**src/rtl/mips_ctrl_pkg.sv**
```systemverilog
// Shared encodings for the multicycle MIPS controller: states, opcodes, functs,
// aluOP codes and the datapath mux select values.
package mips_ctrl_pkg;

  localparam logic [3:0] S_IDLE     = 4'd0;
  localparam logic [3:0] S_FETCH    = 4'd1;
  localparam logic [3:0] S_DECODE   = 4'd2;
  localparam logic [3:0] S_EXEC_R   = 4'd3;
  localparam logic [3:0] S_WB_R     = 4'd4;
  localparam logic [3:0] S_EXEC_I   = 4'd5;
  localparam logic [3:0] S_WB_I     = 4'd6;
  localparam logic [3:0] S_MEM_ADDR = 4'd7;
  localparam logic [3:0] S_MEM_RD   = 4'd8;
  localparam logic [3:0] S_MEM_WB   = 4'd9;
  localparam logic [3:0] S_MEM_WR   = 4'd10;
  localparam logic [3:0] S_BRANCH   = 4'd11;
  localparam logic [3:0] S_JUMP     = 4'd12;

  localparam logic [5:0] OP_RTYPE = 6'b000000;
  localparam logic [5:0] OP_LW    = 6'b100011;
  localparam logic [5:0] OP_SW    = 6'b101011;
  localparam logic [5:0] OP_ADDI  = 6'b001000;
  localparam logic [5:0] OP_ORI   = 6'b001101;
  localparam logic [5:0] OP_ANDI  = 6'b001100;
  localparam logic [5:0] OP_SLTI  = 6'b001010;
  localparam logic [5:0] OP_LI    = 6'b010000;
  localparam logic [5:0] OP_BEQ   = 6'b000100;
  localparam logic [5:0] OP_BNE   = 6'b000101;
  localparam logic [5:0] OP_J     = 6'b000010;
  localparam logic [5:0] OP_JAL   = 6'b000011;

  localparam logic [5:0] FN_ADD = 6'b100000;
  localparam logic [5:0] FN_SUB = 6'b100010;
  localparam logic [5:0] FN_SRL = 6'b000010;
  localparam logic [5:0] FN_AND = 6'b100100;
  localparam logic [5:0] FN_OR  = 6'b100101;
  localparam logic [5:0] FN_SLT = 6'b101010;
  localparam logic [5:0] FN_SLL = 6'b000000;
  localparam logic [5:0] FN_JR  = 6'b001000;

  localparam logic [2:0] ALUOP_R    = 3'b000;
  localparam logic [2:0] ALUOP_ORI  = 3'b001;
  localparam logic [2:0] ALUOP_ADD  = 3'b010;
  localparam logic [2:0] ALUOP_LI   = 3'b011;
  localparam logic [2:0] ALUOP_SUB  = 3'b100;
  localparam logic [2:0] ALUOP_JUMP = 3'b101;
  localparam logic [2:0] ALUOP_ANDI = 3'b110;
  localparam logic [2:0] ALUOP_SLTI = 3'b111;

  localparam logic [1:0] SRCB_RT     = 2'b00;
  localparam logic [1:0] SRCB_FOUR   = 2'b01;
  localparam logic [1:0] SRCB_IMM    = 2'b10;
  localparam logic [1:0] SRCB_IMM_SH = 2'b11;

  localparam logic [1:0] REGDST_RT = 2'b00;
  localparam logic [1:0] REGDST_RD = 2'b01;
  localparam logic [1:0] REGDST_RA = 2'b10;

  localparam logic [1:0] MTR_ALUOUT = 2'b00;
  localparam logic [1:0] MTR_MDR    = 2'b01;
  localparam logic [1:0] MTR_PC     = 2'b10;

  localparam logic [1:0] PCSRC_ALU    = 2'b00;
  localparam logic [1:0] PCSRC_ALUOUT = 2'b01;
  localparam logic [1:0] PCSRC_JUMP   = 2'b10;
  localparam logic [1:0] PCSRC_RS     = 2'b11;

  typedef enum logic [2:0] {
    CLS_ILLEGAL,
    CLS_RTYPE,
    CLS_MEM,
    CLS_IMM,
    CLS_BRANCH,
    CLS_JUMP
  } op_class_e;

  typedef struct packed {
    logic [2:0] alu_op;
    logic       ir_write;
    logic       pc_write;
    logic       mem_read;
    logic       mem_write;
    logic       reg_write;
    logic       i_or_d;
    logic       alu_src_a;
    logic [1:0] alu_src_b;
    logic [1:0] reg_dst;
    logic [1:0] mem_to_reg;
    logic [1:0] pc_source;
    logic       illegal;
  } ctrl_t;

  function automatic op_class_e classify_op(input logic [5:0] op);
    case (op)
      OP_RTYPE:                                 return CLS_RTYPE;
      OP_LW, OP_SW:                             return CLS_MEM;
      OP_ADDI, OP_ORI, OP_ANDI, OP_SLTI, OP_LI: return CLS_IMM;
      OP_BEQ, OP_BNE:                           return CLS_BRANCH;
      OP_J, OP_JAL:                             return CLS_JUMP;
      default:                                  return CLS_ILLEGAL;
    endcase
  endfunction

  // JR is handled separately because it completes in EXEC_R without a write-back.
  function automatic logic funct_needs_wb(input logic [5:0] fn);
    case (fn)
      FN_ADD, FN_SUB, FN_SRL, FN_AND, FN_OR, FN_SLT, FN_SLL: return 1'b1;
      default:                                              return 1'b0;
    endcase
  endfunction

  function automatic logic [2:0] imm_alu_op(input logic [5:0] op);
    case (op)
      OP_ORI:  return ALUOP_ORI;
      OP_LI:   return ALUOP_LI;
      OP_ANDI: return ALUOP_ANDI;
      OP_SLTI: return ALUOP_SLTI;
      default: return ALUOP_ADD;
    endcase
  endfunction

endpackage

```
**src/rtl/mips_multicycle_control_if.sv**
```systemverilog
// Controller <-> datapath bundle: instruction fields and status in, mux selects,
// write enables and error/retire status out.
interface mips_multicycle_control_if #(
  parameter int CNT_W = 32
);
  logic [5:0]       opcode;
  logic [5:0]       funct;
  logic             zero;
  logic             mem_ready;
  logic [2:0]       aluOP;
  logic             ir_write;
  logic             pc_write;
  logic             mem_read;
  logic             mem_write;
  logic             reg_write;
  logic             i_or_d;
  logic             alu_src_a;
  logic [1:0]       alu_src_b;
  logic [1:0]       reg_dst;
  logic [1:0]       mem_to_reg;
  logic [1:0]       pc_source;
  logic             illegal;
  logic             bus_error;
  logic [CNT_W-1:0] instr_count;

  modport master (
    input  opcode, funct, zero, mem_ready,
    output aluOP, ir_write, pc_write, mem_read, mem_write, reg_write, i_or_d,
           alu_src_a, alu_src_b, reg_dst, mem_to_reg, pc_source, illegal,
           bus_error, instr_count
  );

  modport slave (
    output opcode, funct, zero, mem_ready,
    input  aluOP, ir_write, pc_write, mem_read, mem_write, reg_write, i_or_d,
           alu_src_a, alu_src_b, reg_dst, mem_to_reg, pc_source, illegal,
           bus_error, instr_count
  );
endinterface

```
**src/rtl/mips_ctrl_decode.sv**
```systemverilog
// Combinational state-to-control table. Everything is a function of the state,
// except the IR-dependent selects and the mem_ready/zero gated PC writes.
module mips_ctrl_decode
  import mips_ctrl_pkg::*;
(
  input  logic [3:0] state_i,
  input  logic [5:0] opcode_i,
  input  logic [5:0] funct_i,
  input  logic       zero_i,
  input  logic       mem_ready_i,
  output ctrl_t      ctrl_o
);

  always_comb begin
    ctrl_o = '0;
    case (state_i)
      S_FETCH: begin
        ctrl_o.mem_read  = 1'b1;
        ctrl_o.alu_src_b = SRCB_FOUR;
        ctrl_o.alu_op    = ALUOP_ADD;
        ctrl_o.ir_write  = mem_ready_i;
        ctrl_o.pc_write  = mem_ready_i;
      end
      S_DECODE: begin
        ctrl_o.alu_op    = ALUOP_ADD;
        ctrl_o.alu_src_b = SRCB_IMM_SH;
        ctrl_o.illegal   = (classify_op(opcode_i) == CLS_ILLEGAL);
      end
      S_EXEC_R: begin
        ctrl_o.alu_op    = ALUOP_R;
        ctrl_o.alu_src_a = 1'b1;
        ctrl_o.alu_src_b = SRCB_RT;
        if (funct_i == FN_JR) begin
          ctrl_o.pc_source = PCSRC_RS;
          ctrl_o.pc_write  = 1'b1;
        end else begin
          ctrl_o.illegal = !funct_needs_wb(funct_i);
        end
      end
      S_WB_R: begin
        ctrl_o.reg_write  = 1'b1;
        ctrl_o.reg_dst    = REGDST_RD;
        ctrl_o.mem_to_reg = MTR_ALUOUT;
      end
      S_EXEC_I: begin
        ctrl_o.alu_op    = imm_alu_op(opcode_i);
        ctrl_o.alu_src_a = 1'b1;
        ctrl_o.alu_src_b = SRCB_IMM;
      end
      S_WB_I: begin
        ctrl_o.reg_write  = 1'b1;
        ctrl_o.reg_dst    = REGDST_RT;
        ctrl_o.mem_to_reg = MTR_ALUOUT;
      end
      S_MEM_ADDR: begin
        ctrl_o.alu_op    = ALUOP_ADD;
        ctrl_o.alu_src_a = 1'b1;
        ctrl_o.alu_src_b = SRCB_IMM;
      end
      S_MEM_RD: begin
        ctrl_o.mem_read = 1'b1;
        ctrl_o.i_or_d   = 1'b1;
      end
      S_MEM_WB: begin
        ctrl_o.reg_write  = 1'b1;
        ctrl_o.reg_dst    = REGDST_RT;
        ctrl_o.mem_to_reg = MTR_MDR;
      end
      S_MEM_WR: begin
        ctrl_o.mem_write = 1'b1;
        ctrl_o.i_or_d    = 1'b1;
      end
      S_BRANCH: begin
        // ALUOut already holds the target computed during DECODE.
        ctrl_o.alu_op    = ALUOP_SUB;
        ctrl_o.alu_src_a = 1'b1;
        ctrl_o.alu_src_b = SRCB_RT;
        ctrl_o.pc_source = PCSRC_ALUOUT;
        ctrl_o.pc_write  = (opcode_i == OP_BNE) ? !zero_i : zero_i;
      end
      S_JUMP: begin
        ctrl_o.pc_source = PCSRC_JUMP;
        ctrl_o.pc_write  = 1'b1;
        if (opcode_i == OP_JAL) begin
          ctrl_o.reg_write  = 1'b1;
          ctrl_o.reg_dst    = REGDST_RA;
          ctrl_o.mem_to_reg = MTR_PC;
        end
      end
      default: ctrl_o = '0;
    endcase
  end

endmodule

```
**src/rtl/mips_multicycle_control.sv**
```systemverilog
// Multicycle MIPS main control: state register, memory wait watchdog with a
// sticky bus error, and the retired-instruction counter.
module mips_multicycle_control
  import mips_ctrl_pkg::*;
#(
  parameter int WAIT_LIMIT = 15,
  parameter int CNT_W      = 32
) (
  input  logic                      clk,
  input  logic                      rst_n,
  mips_multicycle_control_if.master bus
);

  localparam int WAIT_W = $clog2(WAIT_LIMIT + 1);

  logic [3:0]        state_q, state_d;
  logic [WAIT_W-1:0] wait_q, wait_d;
  logic [CNT_W-1:0]  count_q, count_d;
  logic              bus_error_q, bus_error_d;
  ctrl_t             ctrl;
  op_class_e         op_class;
  logic              mem_wait;
  logic              timeout;
  logic              retire;

  mips_ctrl_decode u_decode (
    .state_i     (state_q),
    .opcode_i    (bus.opcode),
    .funct_i     (bus.funct),
    .zero_i      (bus.zero),
    .mem_ready_i (bus.mem_ready),
    .ctrl_o      (ctrl)
  );

  assign op_class = classify_op(bus.opcode);
  assign mem_wait = (state_q == S_FETCH) || (state_q == S_MEM_RD) || (state_q == S_MEM_WR);
  // A ready arriving in the cycle the count sits at the limit still succeeds.
  assign timeout  = mem_wait && !bus.mem_ready && (wait_q == WAIT_W'(WAIT_LIMIT));

  always_comb begin
    state_d = state_q;
    case (state_q)
      S_IDLE:     if (!bus_error_q) state_d = S_FETCH;
      S_FETCH:    if (bus.mem_ready) state_d = S_DECODE;
      S_DECODE: begin
        case (op_class)
          CLS_RTYPE:  state_d = S_EXEC_R;
          CLS_MEM:    state_d = S_MEM_ADDR;
          CLS_IMM:    state_d = S_EXEC_I;
          CLS_BRANCH: state_d = S_BRANCH;
          CLS_JUMP:   state_d = S_JUMP;
          default:    state_d = S_FETCH;
        endcase
      end
      S_EXEC_R:   state_d = funct_needs_wb(bus.funct) ? S_WB_R : S_FETCH;
      S_EXEC_I:   state_d = S_WB_I;
      S_MEM_ADDR: state_d = (bus.opcode == OP_SW) ? S_MEM_WR : S_MEM_RD;
      S_MEM_RD:   if (bus.mem_ready) state_d = S_MEM_WB;
      S_MEM_WR:   if (bus.mem_ready) state_d = S_FETCH;
      S_WB_R, S_WB_I, S_MEM_WB, S_BRANCH, S_JUMP: state_d = S_FETCH;
      default:    state_d = S_IDLE;
    endcase
    if (timeout) state_d = S_IDLE;
  end

  // Leaving a wait state always needs mem_ready (or a timeout), so zeroing on
  // every other path gives a clean count on each new access.
  assign wait_d = (mem_wait && !bus.mem_ready && !timeout) ? wait_q + WAIT_W'(1) : '0;

  assign bus_error_d = bus_error_q | timeout;

  assign retire  = (state_d == S_FETCH) && (state_q != S_IDLE) && (state_q != S_FETCH) &&
                   (state_q != S_DECODE) && !ctrl.illegal;
  assign count_d = retire ? count_q + CNT_W'(1) : count_q;

  always_ff @(posedge clk or negedge rst_n) begin
    if (!rst_n) begin
      state_q     <= S_IDLE;
      wait_q      <= '0;
      count_q     <= '0;
      bus_error_q <= 1'b0;
    end else begin
      state_q     <= state_d;
      wait_q      <= wait_d;
      count_q     <= count_d;
      bus_error_q <= bus_error_d;
    end
  end

  assign bus.aluOP       = ctrl.alu_op;
  assign bus.ir_write    = ctrl.ir_write;
  assign bus.pc_write    = ctrl.pc_write;
  assign bus.mem_read    = ctrl.mem_read;
  assign bus.mem_write   = ctrl.mem_write;
  assign bus.reg_write   = ctrl.reg_write;
  assign bus.i_or_d      = ctrl.i_or_d;
  assign bus.alu_src_a   = ctrl.alu_src_a;
  assign bus.alu_src_b   = ctrl.alu_src_b;
  assign bus.reg_dst     = ctrl.reg_dst;
  assign bus.mem_to_reg  = ctrl.mem_to_reg;
  assign bus.pc_source   = ctrl.pc_source;
  assign bus.illegal     = ctrl.illegal;
  assign bus.bus_error   = bus_error_q;
  assign bus.instr_count = count_q;

endmodule

```
**src/flat_wrapper.sv**
```systemverilog
// flat-port wrapper written by rule: the top's interface ports become plain ports
module mips_multicycle_control_flat import mips_ctrl_pkg::*;
#(
  parameter int WAIT_LIMIT = 15,
  parameter int CNT_W      = 32
)
  (clk, rst_n, bus_opcode, bus_funct, bus_zero, bus_mem_ready, bus_aluOP, bus_ir_write, bus_pc_write, bus_mem_read, bus_mem_write, bus_reg_write, bus_i_or_d, bus_alu_src_a, bus_alu_src_b, bus_reg_dst, bus_mem_to_reg, bus_pc_source, bus_illegal, bus_bus_error, bus_instr_count);
  mips_multicycle_control_if #(.CNT_W(CNT_W)) bus_i ();
  input  logic clk;
  input  logic rst_n;
  input wire logic [$bits(bus_i.opcode)-1:0] bus_opcode;
  input wire logic [$bits(bus_i.funct)-1:0] bus_funct;
  input wire logic [$bits(bus_i.zero)-1:0] bus_zero;
  input wire logic [$bits(bus_i.mem_ready)-1:0] bus_mem_ready;
  output wire logic [$bits(bus_i.aluOP)-1:0] bus_aluOP;
  output wire logic [$bits(bus_i.ir_write)-1:0] bus_ir_write;
  output wire logic [$bits(bus_i.pc_write)-1:0] bus_pc_write;
  output wire logic [$bits(bus_i.mem_read)-1:0] bus_mem_read;
  output wire logic [$bits(bus_i.mem_write)-1:0] bus_mem_write;
  output wire logic [$bits(bus_i.reg_write)-1:0] bus_reg_write;
  output wire logic [$bits(bus_i.i_or_d)-1:0] bus_i_or_d;
  output wire logic [$bits(bus_i.alu_src_a)-1:0] bus_alu_src_a;
  output wire logic [$bits(bus_i.alu_src_b)-1:0] bus_alu_src_b;
  output wire logic [$bits(bus_i.reg_dst)-1:0] bus_reg_dst;
  output wire logic [$bits(bus_i.mem_to_reg)-1:0] bus_mem_to_reg;
  output wire logic [$bits(bus_i.pc_source)-1:0] bus_pc_source;
  output wire logic [$bits(bus_i.illegal)-1:0] bus_illegal;
  output wire logic [$bits(bus_i.bus_error)-1:0] bus_bus_error;
  output wire logic [$bits(bus_i.instr_count)-1:0] bus_instr_count;
  assign bus_i.opcode = bus_opcode;
  assign bus_i.funct = bus_funct;
  assign bus_i.zero = bus_zero;
  assign bus_i.mem_ready = bus_mem_ready;
  assign bus_aluOP = bus_i.aluOP;
  assign bus_ir_write = bus_i.ir_write;
  assign bus_pc_write = bus_i.pc_write;
  assign bus_mem_read = bus_i.mem_read;
  assign bus_mem_write = bus_i.mem_write;
  assign bus_reg_write = bus_i.reg_write;
  assign bus_i_or_d = bus_i.i_or_d;
  assign bus_alu_src_a = bus_i.alu_src_a;
  assign bus_alu_src_b = bus_i.alu_src_b;
  assign bus_reg_dst = bus_i.reg_dst;
  assign bus_mem_to_reg = bus_i.mem_to_reg;
  assign bus_pc_source = bus_i.pc_source;
  assign bus_illegal = bus_i.illegal;
  assign bus_bus_error = bus_i.bus_error;
  assign bus_instr_count = bus_i.instr_count;
  mips_multicycle_control #(.WAIT_LIMIT(WAIT_LIMIT), .CNT_W(CNT_W)) u_core (.clk(clk), .rst_n(rst_n), .bus(bus_i));
endmodule
```
**config.mk**
```make
export PLATFORM = sky130hd
export DESIGN_NAME = mips_multicycle_control_flat
export DESIGN_NICKNAME = d
export VERILOG_FILES = /design/src/rtl/mips_ctrl_pkg.sv /design/src/rtl/mips_multicycle_control_if.sv /design/src/rtl/mips_ctrl_decode.sv /design/src/rtl/mips_multicycle_control.sv /design/src/flat_wrapper.sv
export SDC_FILE = /design/constraint.sdc
export NUM_CORES = 1
export LEC_CHECK = 0
export BUFFER_PORTS_ARGS = -buffer_cell sky130_fd_sc_hd__buf_2
export CAP_MARGIN = 20
export CORE_MARGIN = 2
export CORE_UTILIZATION = 40
export DETAILED_ROUTE_END_ITERATION = 12
export PLACE_DENSITY_LB_ADDON = 0.15
export SETUP_SLACK_MARGIN = 0.5
export SLEW_MARGIN = 20
export SYNTH_ARGS = -nofsm -noshare
export SYNTH_HDL_FRONTEND = slang
export SYNTH_HIERARCHICAL = 1
export SYNTH_SLANG_ARGS = --single-unit
```
**constraint.sdc**
```tcl
create_clock -name clk -period 3.05 [get_ports clk]
set_input_delay 0.61 -clock clk [delete_from_list [all_inputs] [get_ports clk]]
set_output_delay 0.61 -clock clk [all_outputs]
set_load 0.1 [all_outputs]
```
==> flow_summary.yaml, run 1 <==
route:
  totalWireLength_um: 7390
  vias: 2583
  antenna_left: 0
  drt-pass1-iter-count: 4
  post_drt_wl_per_cell_um: 15.2
  drtIter0Drc: 192
  viasPerCell: 5.30
  remaining_drc_errors: 0
clock_tree:
  cts_buffer_depth: 2
  clkSlewWorstSetupHoldPaths_ns: 0.08
  insertion_delay_ns: 0.29
  cts_sinks: 41
  htreeDepth: 2
  cts-root-buf: "clkbuf_8"
  cts_tree: "yes"
  numCtsBuffers: 5
setup_path:
  crit_buf_inv: 3
  r2r_end: "u_core/bus.instr_count[17]$_DFFE_PN0P_"
  startpoint_type: "input pin"
  cp_slowest_cell: "or4b_4"
  rrSetupSlack_ns: 0.59
  r2r_cells: 8
  cp_cell_sequence: "buf_8, or4b_4, nor3_4, buf_6, mux2i_1, o211ai_1, buf_12"
  crit_arrival_ns: 2.08
  crit_fanout: 5
  crit_family: "simple AND/OR/NAND/NOR gates"
  slowest_delay_ns: 0.54
  cp-end-kind: "output pin"
  timing.setup.critical_path_class: "input pin to output pin"
  r2r-start: "u_core/state_q[3]$_DFF_PN0_"
  cp.required_ns: 2.44
logic_synthesis:
  yosysWarnings: 6
  ys_ff_latch: 41
  ys_seq_area_share_pct: 36.5
  ys_types: 61
  ys_async_sr_fraction_pct: 100
  synthCells: 302
  synth_ff_type: "dfrtp_1"
  syn_nets: 320
  synth_area_um2: 2810
  syn_area_per_cell_um2: 9.31
  synth_edf_count: 0
power_and_ir_drop:
  power_mw: 3.08
  p_sw_share_pct: 56.3
  p_int_mw: 1.35
  pwr-share-clk_pct: 11.3
  p_sw_mw: 1.73
  power_density_nw_per_um2: 783
  p_leak_nw: 1.91
  comb_power_share_pct: 66.4
  peakVddDrop_mv: 0.846
  seq_power_share_pct: 22.3
flow_run:
  maxCapViolations: 0
floorplanning:
  row_count: 30
  initial_utilization_pct: 41.4
  die_y_um: 87.8
  core_area_um2: 6790
  ioPinCount: 68
  die_w_um: 87.8
  die_area_um2: 7710
layout:
  nNetsFinal: 408
  diodes: 0
  syn2layout_area_growth_pct: 39.8
  drive_gt1_share_pct: 40.7
placed_design:
  pre_cts_slack_ns: 0.106
  portBuffers: 67
  dp_hpwl_um: 5050
  gp_congestion: 0.799
timing:
  setup_viol: 0
  whs_ns: 0.440
  min_period_over_period_pct: 88.1
  skew_ns: 0.00536
  worstMarginPinSlew_ns: 0.925
  finalSetupTns_ns: 0
  hold_viol: 0
  slew_headroom_pct: 38.4
  timing.final.ws_setup_ns: 0.364
  rsz0062_at_grt: "true"
  fin_crit_ns: 2.69
  report.final.slew_viol_count: 0
  max_clock_freq_mhz: 372
global_routing:
  gr-total-overflow: 0
  grt_pass1_vias: 2349
  grt_max_degree: 42
  antenna_found_initial: 0
  grt_first_pass_wirelength_um: 11500
  grt_usage_pct: 18.7
run_status:
  status: "completed"
hold_path:
  hold_class: "input pin to asynchronous set/reset pin"
layout by cell type (no fill, tap or decap), types with 5 or more instances in the layout:
| cell | synthesis | routed |
|---|---|---|
| buf_2 | 3 | 54 |
| dfrtp_1 | 41 | 38 |
| buf_4 | 3 | 25 |
| nor2_1 | 31 | 23 |
| xor2_1 | 21 | 21 |
| nand2_1 | 18 | 17 |
| xnor2_1 | 14 | 14 |
| nor3_4 | 1 | 13 |
| nand3_1 | 13 | 12 |
| inv_1 | 11 | 11 |
| nand4_1 | 9 | 9 |
| nand2b_1 | 9 | 8 |
| nor2b_1 | 8 | 8 |
| buf_12 | 0 | 7 |
| nor3_1 | 16 | 7 |
| buf_6 | 3 | 6 |
| and3_1 | 7 | 6 |
| nor2_4 | 0 | 6 |
| a21oi_1 | 9 | 6 |
| clkbuf_8 | 0 | 5 |
| a31oi_1 | 5 | 5 |
cells in the mapped netlist, drive strengths merged, types with 4 or more instances:
| library cell | number | area (um2) |
|---|---|---|
| a21oi | 9 | 45.0 |
| a31oi | 5 | 31.3 |
| and3 | 7 | 43.8 |
| buf | 9 | 71.3 |
| clkbuf | 6 | 22.5 |
| dfrtp | 41 | 1030 |
| inv | 11 | 41.3 |
| nand2 | 18 | 67.6 |
| nand2b | 9 | 56.3 |
| nand3 | 13 | 65.1 |
| nand3b | 4 | 30.0 |
| nand4 | 11 | 90.1 |
| nor2 | 31 | 116 |
| nor2b | 8 | 50.1 |
| nor3 | 24 | 166 |
| nor4 | 4 | 37.5 |
| nor4b | 5 | 73.8 |
| o21ai | 4 | 20.0 |
| xnor2 | 14 | 123 |
| xor2 | 21 | 184 |
worst max-delay path by stage:
stage,startpoint,end,cells after the start
3_3_place_gp,bus_funct[1],u_core/bus.instr_count[12]$_DFFE_PN0P_,10
5_1_grt,bus_funct[1],bus_pc_write,7
4_1_cts,bus_funct[1],bus_pc_write,7
6_report,bus_funct[1],bus_pc_write,7
2_1_floorplan,bus_funct[1],bus_pc_write,4
3_5_place_dp,bus_funct[1],u_core/bus.instr_count[12]$_DFFE_PN0P_,10
logic make-up after synthesis:
| group | count (synthesis) | share of synthesized area, % |
|---|---|---|
| simple gates | 150 | 33.5 |
| compound gates | 45 | 12.3 |
| flops | 41 | 36.5 |
| xor+xnor | 35 | 10.9 |
| buf+inv | 26 | 4.81 |
| mux | 3 | 1.11 |
| fa+ha+maj | 2 | 0.890 |
power groups by stage:
stage	clock network, mW	logic [mW]	registers, mW
6_report	0.349	2.04	0.685
5_1_grt	0.385	2.14	0.696
4_1_cts	0.360	1.93	0.695
3_5_place_dp	0	1.85	0.721
3_3_place_gp	0	1.84	0.719
2_1_floorplan	0	1.32	0.889
what timing repair did:
action / 4_1_cts / 5_1_grt
setup endpoints to repair: 30 / 28
buffers inserted: 5 / 4
gates resized for setup: 23 / 44
gates cloned: 0 / 1
hold buffers: 0 / 0
pin swaps: 3 / 25
per-layer routing:
metal | GRT usage, % | wire length (um) | up-vias
met2 | 28.9 | 3430 | 60
met1 | 27.6 | 3600 | 1238
met3 | 2.92 | 304 | 6
li1 | - | - | 1279
met5 | 0 | 0 | -
met4 | 4.48 | 55 | 0
state kept, by name (all words and copies together) (netlist names):
name                    flops
u_core/bus.bus_error        1
u_core/bus.instr_count     32
u_core/state_q              4
u_core/wait_q               4
area by class of cell:
cell class,instances,area (um2)
multi-input combinational,235,1930
clock buffer,6,72.6
fill,592,2860
timing repair buffer,96,728
clock inverter,2,10.0
inverter,11,41.3
tap,96,120
sequential,41,1030
stage by stage:
stage	utilization (%)	cell area [um2]	cells
finish	57.8	3930	487
global route	57.8	3930	487
CTS	54.0	3670	482
detailed placement	50.9	3460	469
global placement	50.9	3460	469
floorplan	-	2910	302
Power figures use the tool's default switching activity.
==> run 2, diff against run 1 <==
--- a/config.mk
+++ b/config.mk
@@ -5,11 +5,13 @@
 export SDC_FILE = /design/constraint.sdc
 export NUM_CORES = 1
 export LEC_CHECK = 0
+export ABC_AREA = 1
 export BUFFER_PORTS_ARGS = -buffer_cell sky130_fd_sc_hd__buf_2
 export CAP_MARGIN = 20
 export CORE_MARGIN = 2
 export CORE_UTILIZATION = 40
 export DETAILED_ROUTE_END_ITERATION = 12
+export GPL_TIMING_DRIVEN = 0
 export PLACE_DENSITY_LB_ADDON = 0.15
 export SETUP_SLACK_MARGIN = 0.5
 export SLEW_MARGIN = 20
==> run 2 against run 1 <==
Effect of this change:
- first-iteration DRC count decreased by 8.3%
- maximum frequency increased by 9.3%
- sequential share of layout area decreased by 0.60 points
- utilization decreased by 8.7 points
- critical path depth increased by 1
- die area increased by 18%
- non-clock buffer count decreased by 18
- clock skew increased by 0.0023 ns
- setup slack improved by 0.23 ns
- critical path type unchanged
==> flow_summary.yaml, run 2 <==
logic_synthesis:
  synth_edf_count: 0
  yosysWarnings: 6
  yosysTopAreaCellShare_pct: 30.6
  synth_ff_type: "dfrtp_1"
  ys_seq_area_share_pct: 30.6
  synth_area_um2: 3360
  synthTopCellsByCount: "185 x nand2_1, 68 x nor2_1, 65 x nand3_1"
  syn_area_per_cell_um2: 6.40
  synthCells: 524
  ys_async_sr_fraction_pct: 100
  ys_ff_latch: 41
  ys_top_cells_by_area: "dfrtp_1 31%, nand2_1 21%, nand3_1 9.7%"
  yosys.area.top_type: "dfrtp_1"
  syn_nets: 542
  post-synth-top-count-cell: "nand2_1"
  ys_types: 31
clock_tree:
  cts_tree: "yes"
  cts-root-buf: "clkbuf_8"
  cts_buffer_depth: 2
  htreeDepth: 2
  numCtsBuffers: 5
  cts_sinks: 41
  insertion_delay_ns: 0.29
  clkSlewWorstSetupHoldPaths_ns: 0.08
timing:
  slew_headroom_pct: 39.5
  hold_viol: 0
  fin_crit_ns: 2.46
  max_clock_freq_mhz: 407
  finalSetupTns_ns: 0
  rsz0062_at_grt: "false"
  setup_viol: 0
  report.final.slew_viol_count: 0
  min_period_over_period_pct: 80.6
  skew_ns: 0.00768
  worstMarginPinSlew_ns: 0.907
route:
  totalWireLength_um: 9450
  drtIter0Drc: 176
  antenna_left: 0
  viasPerCell: 5.00
  drt-pass1-iter-count: 5
  post_drt_wl_per_cell_um: 13.4
  vias: 3526
  remaining_drc_errors: 0
placed_design:
  placed_area_um2: 3870
  portBuffers: 67
  gp_congestion: 0.908
  dp_hpwl_um: 7310
floorplanning:
  row_count: 33
  die_w_um: 95.6
  die_area_um2: 9140
  core_area_um2: 8180
  initial_utilization_pct: 41.0
  die_y_um: 95.6
  ioPinCount: 68
layout:
  syn2layout_area_growth_pct: 19.7
  layout_commonest_cell: "nand2_1"
  largest_reg_flops: 32
  mostFrequentLayoutCells: "182 x nand2_1, 68 x nor2_1, 65 x nand3_1"
  drive_gt1_share_pct: 21.3
  nNetsFinal: 617
  final_area_um2: 4020
  diodes: 0
setup_path:
  worstSetupStartpoint: "bus_funct[0]"
  timing.setup.critical_path_class: "input pin to output pin"
  crit_arrival_ns: 1.85
  cp_slowest_cell: "clkbuf_4"
  cpMostUsedCell: "nor2_1"
  cp_cell_sequence: "buf_2, or2_2, nor2_1, nand2_1, nand2_2, nor2_1, nand2_4, clkbuf_4"
  path_depth: 8
  rrSetupSlack_ns: 0.98
  crit_buf_inv: 2
  slowest_delay_ns: 0.32
  crit_end: "bus_pc_write"
  crit_family: "simple AND/OR/NAND/NOR gates"
  r2r-start: "u_core/state_q[2]$_DFF_PN0_"
  r2r_end: "u_core/bus.instr_count[5]$_DFFE_PN0P_"
  startpoint_type: "input pin"
  cp-end-kind: "output pin"
  r2r_cells: 11
  cp.required_ns: 2.44
  crit_fanout: 2
power_and_ir_drop:
  p_leak_nw: 2.24
  peakVddDrop_mv: 0.251
  power_density_nw_per_um2: 483
global_routing:
  gr-total-overflow: 0
  antenna_found_initial: 0
  grt_pass1_vias: 3296
  grt_first_pass_wirelength_um: 15500
  grt_usage_pct: 21.3
  grt_max_degree: 42
hold_path:
  hold_class: "input pin to asynchronous set/reset pin"
flow_run:
  maxCapViolations: 0
run_status:
  status: "completed"
-- run 2: layout make-up --
class,count,area [um2]
Fill cell,881,4160
Multi-Input combinational cell,415,2050
Sequential cell,41,1030
Timing Repair Buffer,68,367
Inverter,58,221
Tap cell,105,131
Buffer,10,97.6
Clock buffer,7,86.3
Clock inverter,1,30.0
-- run 2: worst min path at each step --
| stage | from | endpoint | slack (ns) | depth (start not counted) |
|---|---|---|---|---|
| floorplan | rst_n | u_core/bus.bus_error$_DFF_PN0_ | 0.31 | 0 |
| global placement | u_core/wait_q[0]$_DFF_PN0_ | u_core/wait_q[0]$_DFF_PN0_ | 0.45 | 1 |
| detailed placement | u_core/wait_q[0]$_DFF_PN0_ | u_core/wait_q[0]$_DFF_PN0_ | 0.46 | 1 |
| CTS | u_core/wait_q[0]$_DFF_PN0_ | u_core/wait_q[0]$_DFF_PN0_ | 0.47 | 1 |
| global route | u_core/wait_q[0]$_DFF_PN0_ | u_core/wait_q[0]$_DFF_PN0_ | 0.49 | 1 |
| finish | rst_n | u_core/bus.instr_count[22]$_DFFE_PN0P_ | 0.44 | 1 |
-- run 2: kinds of logic (layout without fill, tap and decap cells) --
group / Yosys count / count (layout) / synth area share (%)
fa+ha+maj: 2 / 2 / 0.746
simple gates: 369 / 369 / 48.8
xor+xnor: 31 / 31 / 8.09
compound gates: 13 / 13 / 2.35
buf+inv: 68 / 144 / 9.40
flops: 41 / 41 / 30.6
-- run 2: report_power, final --
group          internal (mW)  switching [mW]
clock network          0.267           0.188
registers              0.572          0.0627
logic                  0.191           0.659
total                   1.03           0.910
-- run 2: through the flow --
step,hold slack [ns],total power [mW],std cells,setup WS [ns],util [%]
5_1_grt,0.492,2.04,705,0.502,49.1
4_1_cts,0.470,1.95,704,0.491,48.8
6_report,0.444,1.94,705,0.593,49.1
3_3_place_gp,0.449,1.48,696,0.479,47.3
3_5_place_dp,0.459,1.49,696,0.459,47.3
2_1_floorplan,0.314,1.32,524,0.320,-
-- run 2: metal layers --
layer  global-route usage [%]  up-vias  part of all wire [%]
li1                         -     1791                     -
met5                        0        -                     0
met1                     29.3     1616                    49
met3                     3.64       10                   4.9
met4                     5.83        0                  0.92
met2                     34.6      109                    46
-- run 2: repair_timing --
item | 4_1_cts | 5_1_grt
hold buffers | 0 | 0
endpoints found under the setup margin | 13 | 8
pin swaps | 0 | 0
hold endpoints to repair | 0 | 0
buffers inserted | 0 | 1
resized for setup | 4 | 8
